### src/rtl/uart_boot_loader.sv
// rtl/uart_boot_loader.sv - UART image loader that writes memory and holds the CPU; `define BOOT_CHECKSUM_EN adds a trailing sum byte
module uart_boot_loader #(
    parameter int CLKS_PER_BIT = 104,
    parameter int SYNC_STAGES  = 2
) (
    input  logic       clk,
    input  logic       rst,
    input  logic       uart_rx,
    output logic [7:0] mem_addr_l,
    output logic [7:0] mem_addr_h,
    output logic [7:0] mem_wdata,
    output logic       mem_we,
    output logic       cpu_hold,
    output logic       load_done,
    output logic       load_err
);

    localparam int CW = $clog2(CLKS_PER_BIT);
    localparam logic [CW-1:0] CNT_LAST = CW'(CLKS_PER_BIT - 1);
    localparam logic [CW-1:0] CNT_HALF = CW'(CLKS_PER_BIT / 2 - 1);

    logic [SYNC_STAGES-1:0] sync_q;
    logic                   rx_s;

    // Presetting to 1 keeps the line looking idle so reset never fakes a start bit.
    always_ff @(posedge clk or posedge rst) begin
        if (rst) begin
            sync_q <= '1;
        end else begin
            sync_q <= {sync_q[SYNC_STAGES-2:0], uart_rx};
        end
    end

    assign rx_s = sync_q[SYNC_STAGES-1];

    typedef enum logic [1:0] {
        RX_IDLE,
        RX_START,
        RX_DATA,
        RX_STOP
    } rx_state_t;

    rx_state_t         rx_state, rx_state_n;
    logic [CW-1:0]     clk_cnt, clk_cnt_n;
    logic [2:0]        bit_cnt, bit_cnt_n;
    logic [7:0]        shift_q, shift_n;
    logic              byte_valid, byte_valid_n;
    logic              frame_err, frame_err_n;

    always_ff @(posedge clk or posedge rst) begin
        if (rst) begin
            rx_state   <= RX_IDLE;
            clk_cnt    <= '0;
            bit_cnt    <= '0;
            shift_q    <= '0;
            byte_valid <= 1'b0;
            frame_err  <= 1'b0;
        end else begin
            rx_state   <= rx_state_n;
            clk_cnt    <= clk_cnt_n;
            bit_cnt    <= bit_cnt_n;
            shift_q    <= shift_n;
            byte_valid <= byte_valid_n;
            frame_err  <= frame_err_n;
        end
    end

    always_comb begin
        rx_state_n   = rx_state;
        clk_cnt_n    = clk_cnt;
        bit_cnt_n    = bit_cnt;
        shift_n      = shift_q;
        byte_valid_n = 1'b0;
        frame_err_n  = 1'b0;
        case (rx_state)
            RX_IDLE: begin
                clk_cnt_n = '0;
                bit_cnt_n = '0;
                if (!rx_s) begin
                    rx_state_n = RX_START;
                end
            end
            RX_START: begin
                // Mid-start resample rejects pulses shorter than half a bit.
                if (clk_cnt == CNT_HALF) begin
                    clk_cnt_n  = '0;
                    rx_state_n = rx_s ? RX_IDLE : RX_DATA;
                end else begin
                    clk_cnt_n = clk_cnt + 1'b1;
                end
            end
            RX_DATA: begin
                if (clk_cnt == CNT_LAST) begin
                    clk_cnt_n = '0;
                    shift_n   = {rx_s, shift_q[7:1]};
                    bit_cnt_n = bit_cnt + 1'b1;
                    if (bit_cnt == 3'd7) begin
                        rx_state_n = RX_STOP;
                    end
                end else begin
                    clk_cnt_n = clk_cnt + 1'b1;
                end
            end
            RX_STOP: begin
                if (clk_cnt == CNT_LAST) begin
                    clk_cnt_n  = '0;
                    rx_state_n = RX_IDLE;
                    if (rx_s) begin
                        byte_valid_n = 1'b1;
                    end else begin
                        frame_err_n = 1'b1;
                    end
                end else begin
                    clk_cnt_n = clk_cnt + 1'b1;
                end
            end
            default: rx_state_n = RX_IDLE;
        endcase
    end

    typedef enum logic [2:0] {
        LD_ADDR_L,
        LD_ADDR_H,
        LD_LEN_L,
        LD_LEN_H,
        LD_DATA,
`ifdef BOOT_CHECKSUM_EN
        LD_CHK,
`endif
        LD_DONE,
        LD_ERR
    } ld_state_t;

    ld_state_t   ld_state, ld_state_n;
    logic [15:0] ptr, ptr_n;
    logic [15:0] remaining, remaining_n;
    logic [15:0] mem_addr_n;
    logic [7:0]  mem_wdata_n;
    logic        mem_we_n;
`ifdef BOOT_CHECKSUM_EN
    logic [7:0]  sum_q, sum_n;
`endif

    always_ff @(posedge clk or posedge rst) begin
        if (rst) begin
            ld_state   <= LD_ADDR_L;
            ptr        <= '0;
            remaining  <= '0;
            mem_addr_l <= '0;
            mem_addr_h <= '0;
            mem_wdata  <= '0;
            mem_we     <= 1'b0;
            cpu_hold   <= 1'b1;
            load_done  <= 1'b0;
            load_err   <= 1'b0;
`ifdef BOOT_CHECKSUM_EN
            sum_q      <= '0;
`endif
        end else begin
            ld_state   <= ld_state_n;
            ptr        <= ptr_n;
            remaining  <= remaining_n;
            mem_addr_l <= mem_addr_n[7:0];
            mem_addr_h <= mem_addr_n[15:8];
            mem_wdata  <= mem_wdata_n;
            mem_we     <= mem_we_n;
            // Status trails the state by one cycle so release follows the last strobe.
            cpu_hold   <= (ld_state != LD_DONE);
            load_done  <= (ld_state == LD_DONE);
            load_err   <= (ld_state == LD_ERR);
`ifdef BOOT_CHECKSUM_EN
            sum_q      <= sum_n;
`endif
        end
    end

    always_comb begin
        ld_state_n  = ld_state;
        ptr_n       = ptr;
        remaining_n = remaining;
        mem_addr_n  = {mem_addr_h, mem_addr_l};
        mem_wdata_n = mem_wdata;
        mem_we_n    = 1'b0;
`ifdef BOOT_CHECKSUM_EN
        sum_n       = sum_q;
`endif
        if (frame_err && ld_state != LD_DONE && ld_state != LD_ERR) begin
            ld_state_n = LD_ERR;
        end else if (byte_valid) begin
            case (ld_state)
                LD_ADDR_L: begin
                    ptr_n[7:0] = shift_q;
                    ld_state_n = LD_ADDR_H;
                end
                LD_ADDR_H: begin
                    ptr_n[15:8] = shift_q;
                    ld_state_n  = LD_LEN_L;
                end
                LD_LEN_L: begin
                    remaining_n[7:0] = shift_q;
                    ld_state_n       = LD_LEN_H;
                end
                LD_LEN_H: begin
                    remaining_n[15:8] = shift_q;
                    if ({shift_q, remaining[7:0]} == 16'd0) begin
`ifdef BOOT_CHECKSUM_EN
                        ld_state_n = LD_CHK;
`else
                        ld_state_n = LD_DONE;
`endif
                    end else begin
                        ld_state_n = LD_DATA;
                    end
                end
                LD_DATA: begin
                    mem_we_n    = 1'b1;
                    mem_wdata_n = shift_q;
                    mem_addr_n  = ptr;
                    ptr_n       = ptr + 16'd1;
                    remaining_n = remaining - 16'd1;
`ifdef BOOT_CHECKSUM_EN
                    sum_n       = sum_q + shift_q;
`endif
                    if (remaining == 16'd1) begin
`ifdef BOOT_CHECKSUM_EN
                        ld_state_n = LD_CHK;
`else
                        ld_state_n = LD_DONE;
`endif
                    end
                end
`ifdef BOOT_CHECKSUM_EN
                LD_CHK: begin
                    ld_state_n = (shift_q == sum_q) ? LD_DONE : LD_ERR;
                end
`endif
                default: ld_state_n = ld_state;
            endcase
        end
    end

endmodule
### config.mk
export PLATFORM = sky130hd
export DESIGN_NAME = uart_boot_loader
export DESIGN_NICKNAME = d
export VERILOG_FILES = /design/src/rtl/uart_boot_loader.sv
export SDC_FILE = /design/constraint.sdc
export NUM_CORES = 1
export LEC_CHECK = 0
export CAP_MARGIN = 30
export CORE_ASPECT_RATIO = 0.9
export CORE_MARGIN = 3
export CORE_UTILIZATION = 53
export CTS_CLUSTER_DIAMETER = 150
export DETAILED_ROUTE_END_ITERATION = 8
export PLACE_DENSITY = 0.79
export REMOVE_ABC_BUFFERS = 1
export SYNTH_ARGS = -nofsm -noshare
export SYNTH_HDL_FRONTEND = slang
export SYNTH_SLANG_ARGS = --single-unit
export TNS_END_PERCENT = 50
### constraint.sdc
create_clock -name clk -period 2.5 [get_ports clk]
set_input_delay 0.375 -clock clk [delete_from_list [all_inputs] [get_ports clk]]
set_output_delay 0.375 -clock clk [all_outputs]
set_load 0.005 [all_outputs]
* Word-level counts from Yosys, hierarchy flattened *
Cells that the tools add are included.

storage, ports and cells
  register bits = 87
  memories kept = 0
  memory bits (read-only) = 0
  latch bits = 0
  logic and storage cells = 97
  memory bits (writable) = 0

cells by class
  $mul = 0
  shifts and indexed selects = 0
  $lt $le $gt $ge = 0
  multiplexer cells = 30
  equality and inequality tests = 21
  div/mod/pow operators = 0
  bitwise gates (word level) = 1
  reductions and logical operators = 22
  $add $sub $neg = 4

operator list
  kind                   number
  $pmux 8 s2             4
  $pmux 7 s3             1
  $reduce_and 3->1       6
  $add 16x1->16 const B  1
  $eq 16x1->1 const B    1
  $logic_not 16->1       1
  $sub 16x1->16 const B  1
  $pmux 3 s5             1
  $mux 7                 2
  $eq 3x3->1 const B     4
  $mux 2                 6
  $mux 3                 4
  $reduce_bool 2->1      6
  $mux 1                 10
  $ne 2x2->1 const B     5
  $ne 3x3->1 const B     3
  $pmux 2 s4             1
  $add 7x1->7 const B    1
  $eq 7x6->1 const B     1
  $eq 7x7->1 const B     1
  $eq 3x2->1 const B     2
  $pmux 3 s2             1
  $reduce_bool 6->1      1
  $reduce_and 5->1       1
  10 further kinds       13

* Logic depth before layout (Yosys ltp) *
  word-level depth = 5
  gate-level depth with buffers = 7
  gate-level depth less buffers = 6

* Least setup slack after synthesis *
No wires, ideal clock.

  path kind = reg-to-reg
  start point = register remaining[2]
  end point = register remaining[13]
  setup time = 0.121 ns
  slack = 0.410 ns
  required time = 2.379 ns
  arrival = 1.969 ns
  stages on the path, launching flop included = 7
  clock period less this slack = 2.090 ns
  path buffers = 2
  cell sequence = dfrtp_1 buf_6 or4_1 buf_2 or4_4 o22a_1 o22a_1

between the ends
  cells in the longest elaborated chain, start to end = 2

ends and longest elaborated chain
  element                 line  source
  from (decl)             136   logic [15:0] remaining, remaining_n;
  from (signal assigned)  162   remaining <= remaining_n;
  $sub 16x1->16           220   remaining_n = remaining - 16'd1;
  $pmux 8 s2              190   case (ld_state)

No other way between the ends.
A chain may end at the register's enable or synchronous reset.

* Final worst setup path *
  start point = register remaining[1]
  end point = register remaining[14]

The elaborated chain is that of the path after synthesis.

==> qor.txt <==
Clk_lat worst skew: 370 ps
I/O pin count: 31
# Max-Cap Violations: 0
Postcts setup bufs: 0
Seq/Total Area, Yosys: 50.3%
CP max stage cell: or3b_2
Final Net Count: 462
First-pass GRT wire length: 16700 microns
Die W: 101 microns
NetSw: 0.565 mW
Reg clk slew, reported paths: 90 ps
Crit. End Element: flip-flop
Syn avg cell area: 10.2 sq um
Setup violations, final: 0
Clock network power share: 44.2%
Dominant synthesized flop cell: dfrtp_1
DP HPWL: 6690 microns
Sequential power share: 54.5%
Final period util: 87.4%
Most frequent cells after synthesis: 84 x dfrtp_1, 33 x nor2_1, 31 x nand2_1
DR iter-0 viols: 288
Critical path origin: remaining[1]
Clk sinks: 87
Setup_tns: 0 ps
RSZ-0062 raised after global routing: false
Slew @ Worst Pin: 511 ps
Cts hold-fix bufs: 0
Sw frac: 21.8%
CTS Buf Count: 9
Resized Gates After CTS: 0
Overall Global Routing Usage: 22.6%
Crit Path Class: flip-flop to flip-flop
Ys Warns: 0
Number of port buffers: 30
Final std cells w/o fill: 554
DRC Markers: 0
Via/cell ratio: 6.35
WL/cell: 17.7 microns
Count leader, synth: dfrtp_1
# placed instances: 538
Outcome: finished clean
Initial Util: 56.1%
Max incr delay on CP: 490 ps
Syn Inst Count: 425
Number of fill cells: 610
Crit path arrival time: 2430 ps
Total wire length: 9820 microns
CP cell instances: inv_1 -> ha_1 -> or3b_2 -> nor4b_1 -> a32oi_1 -> a21boi_0
Comb pwr share: 1.3%
Hold_sp: sync_q[0]
Int Power: 2.02 mW
P per Cell Area: 518 nW/um^2
Antenna cells: 0
Leak: 2.22 nW
Vias in the first global route: 3370
Max Transition Viols Final: 0
FP Rows: 30
Critical Path Fanout Max: 4
Normalized max-slew margin: 65.0%
Top cell type's share of synthesized area: 48.5%
Top cells by area, synth: dfrtp_1 48%, mux2_2 7.5%, a21oi_1 3.2%, nor2_1 2.9%, o21ai_0 2.8%
Final setup skew: 17.3 ps
Hold Violations, Final: 0
Post-DP Area: 4760 sq um
Synthesis-stage register bit count: 87
Clock period minus worst slack: 2190 ps
H-tree depth: 3
Cell area after layout: 4990 sq um
DR vias: 3519
Dominant cell type by area after synthesis: dfrtp_1
Reg2reg start: remaining[1]
Antenna Nets Post-Route: 0
Mapped cell area: 4330 sq um
Synth-to-Final Area Change: 15.2%
Largest net degree at the start of global routing: 88
Synth cell types: 59
DR pass1 iterations: 5
Number of synthesized flops with an enable pin: 0
Initial antenna violation count: 0
Core Region: 7730 sq um
Max VDD drop: 419 uV
GPL Wtd Cong: 0.898
Die ar.: 9300 sq um
Data required time of the critical path: 2750 ps
Clock tree buffer depth: 2
Share of cells above drive strength 1: 15.7%
Critical path launch point type: flip-flop
Die span in y: 91.8 microns
Fmax: 0.458 GHz
GRT overflow: 0
Ys async rst share: 100%
Root Buffer: clkbuf_8
CTS tree: done
Hold Path Class: flip-flop to flip-flop
-- kinds of logic after synthesis --
| kind of cell | share of synthesized area, % |
|---|---|
| and+or+nand+nor | 17.4 |
| AOI/OAI and AO/OA | 17.6 |
| DFF | 50.3 |
| buffers and inverters | 3.75 |
| muxes | 7.77 |
| xor gates and xnor gates | 1.41 |
| adders and majority gates | 1.73 |
-- critical path, delay by kind of cell, from the launching register on --
kind | cells | cell delay (ps)
and+or+nand+nor | 2 | 980
DFF | 1 | 420
AOI/OAI and AO/OA | 2 | 350
adders and majority gates | 1 | 220
buffers and inverters | 1 | 110
-- worst paths after layout --
| path | slack (ps) | cells past startpoint | end |
|---|---|---|---|
| max in group asynchronous | 1700 | 3 | sync_q[1] |
| min in group asynchronous | 410 | 3 | mem_wdata[5] |
| setup reg to reg | 310 | 6 | remaining[14] |
| setup / recovery | 310 | 6 | remaining[14] |
| hold reg to reg | 360 | 0 | sync_q[1] |
| hold / removal | 360 | 0 | sync_q[1] |
-- routing by layer --
| metal | vias to the layer above | GRT usage, % | part of all wire [%] |
|---|---|---|---|
| met5 | - | 0 | 0 |
| met4 | 0 | 6.98 | 1.3 |
| met3 | 16 | 5.40 | 7.1 |
| met2 | 128 | 34.2 | 47 |
| met1 | 1739 | 32.2 | 45 |
| li1 | 1636 | - | - |
-- through the flow --
step           setup WS, ps  utilization (%)  power, mW  hold WS [ps]
5_1_grt                 132             64.6       2.67           367
3_3_place_gp            414             61.5       1.47           346
2_1_floorplan         -2040                -       1.46           345
6_report                314             64.6       2.59           359
3_5_place_dp            339             61.5       1.47           347
4_1_cts                 331             64.6       2.61           362
-- power by group through the flow --
stage | combinational (mW) | sequential [mW] | clock [mW]
global route | 0.0393 | 1.41 | 1.22
floorplan | 0.0210 | 1.44 | 0
finish | 0.0338 | 1.41 | 1.14
detailed placement | 0.0360 | 1.44 | 0
CTS | 0.0362 | 1.41 | 1.17
global placement | 0.0355 | 1.44 | 0
-- sequential cells by signal (all words and copies together) (netlist names), 7 cells and up, named ones only --
name        cells
mem_addr_h      8
ptr            16
remaining      16
mem_addr_l      8
shift_q         8
mem_wdata       8
clk_cnt         7
-- area by class of cell --
| class | count | area (sq um) | area share [%] |
|---|---|---|---|
| well taps | 96 | 120 | 2.41 |
| clock inverters | 6 | 97.6 | 1.95 |
| repair buffers | 40 | 400 | 8.02 |
| clock buffers | 10 | 138 | 2.76 |
| inverters | 16 | 61.3 | 1.23 |
| flip-flops and latches | 87 | 2180 | 43.7 |
| multi-input cells | 299 | 2000 | 40.0 |
-- cell usage in the layout, fill, tap and decap left out, types with 8 or more instances in the layout --
cell type,n
clkbuf_8,10
buf_4,8
o21ai_0,24
a31oi_1,11
o22a_1,10
nor2_1,33
inv_1,14
dfrtp_1,84
nand2_1,31
clkdlybuf4s50_1,30
nor4_1,9
a21oi_1,28
mux2_2,29
nand3_1,14
No activity file was read; power rests on OpenSTA's default activity.
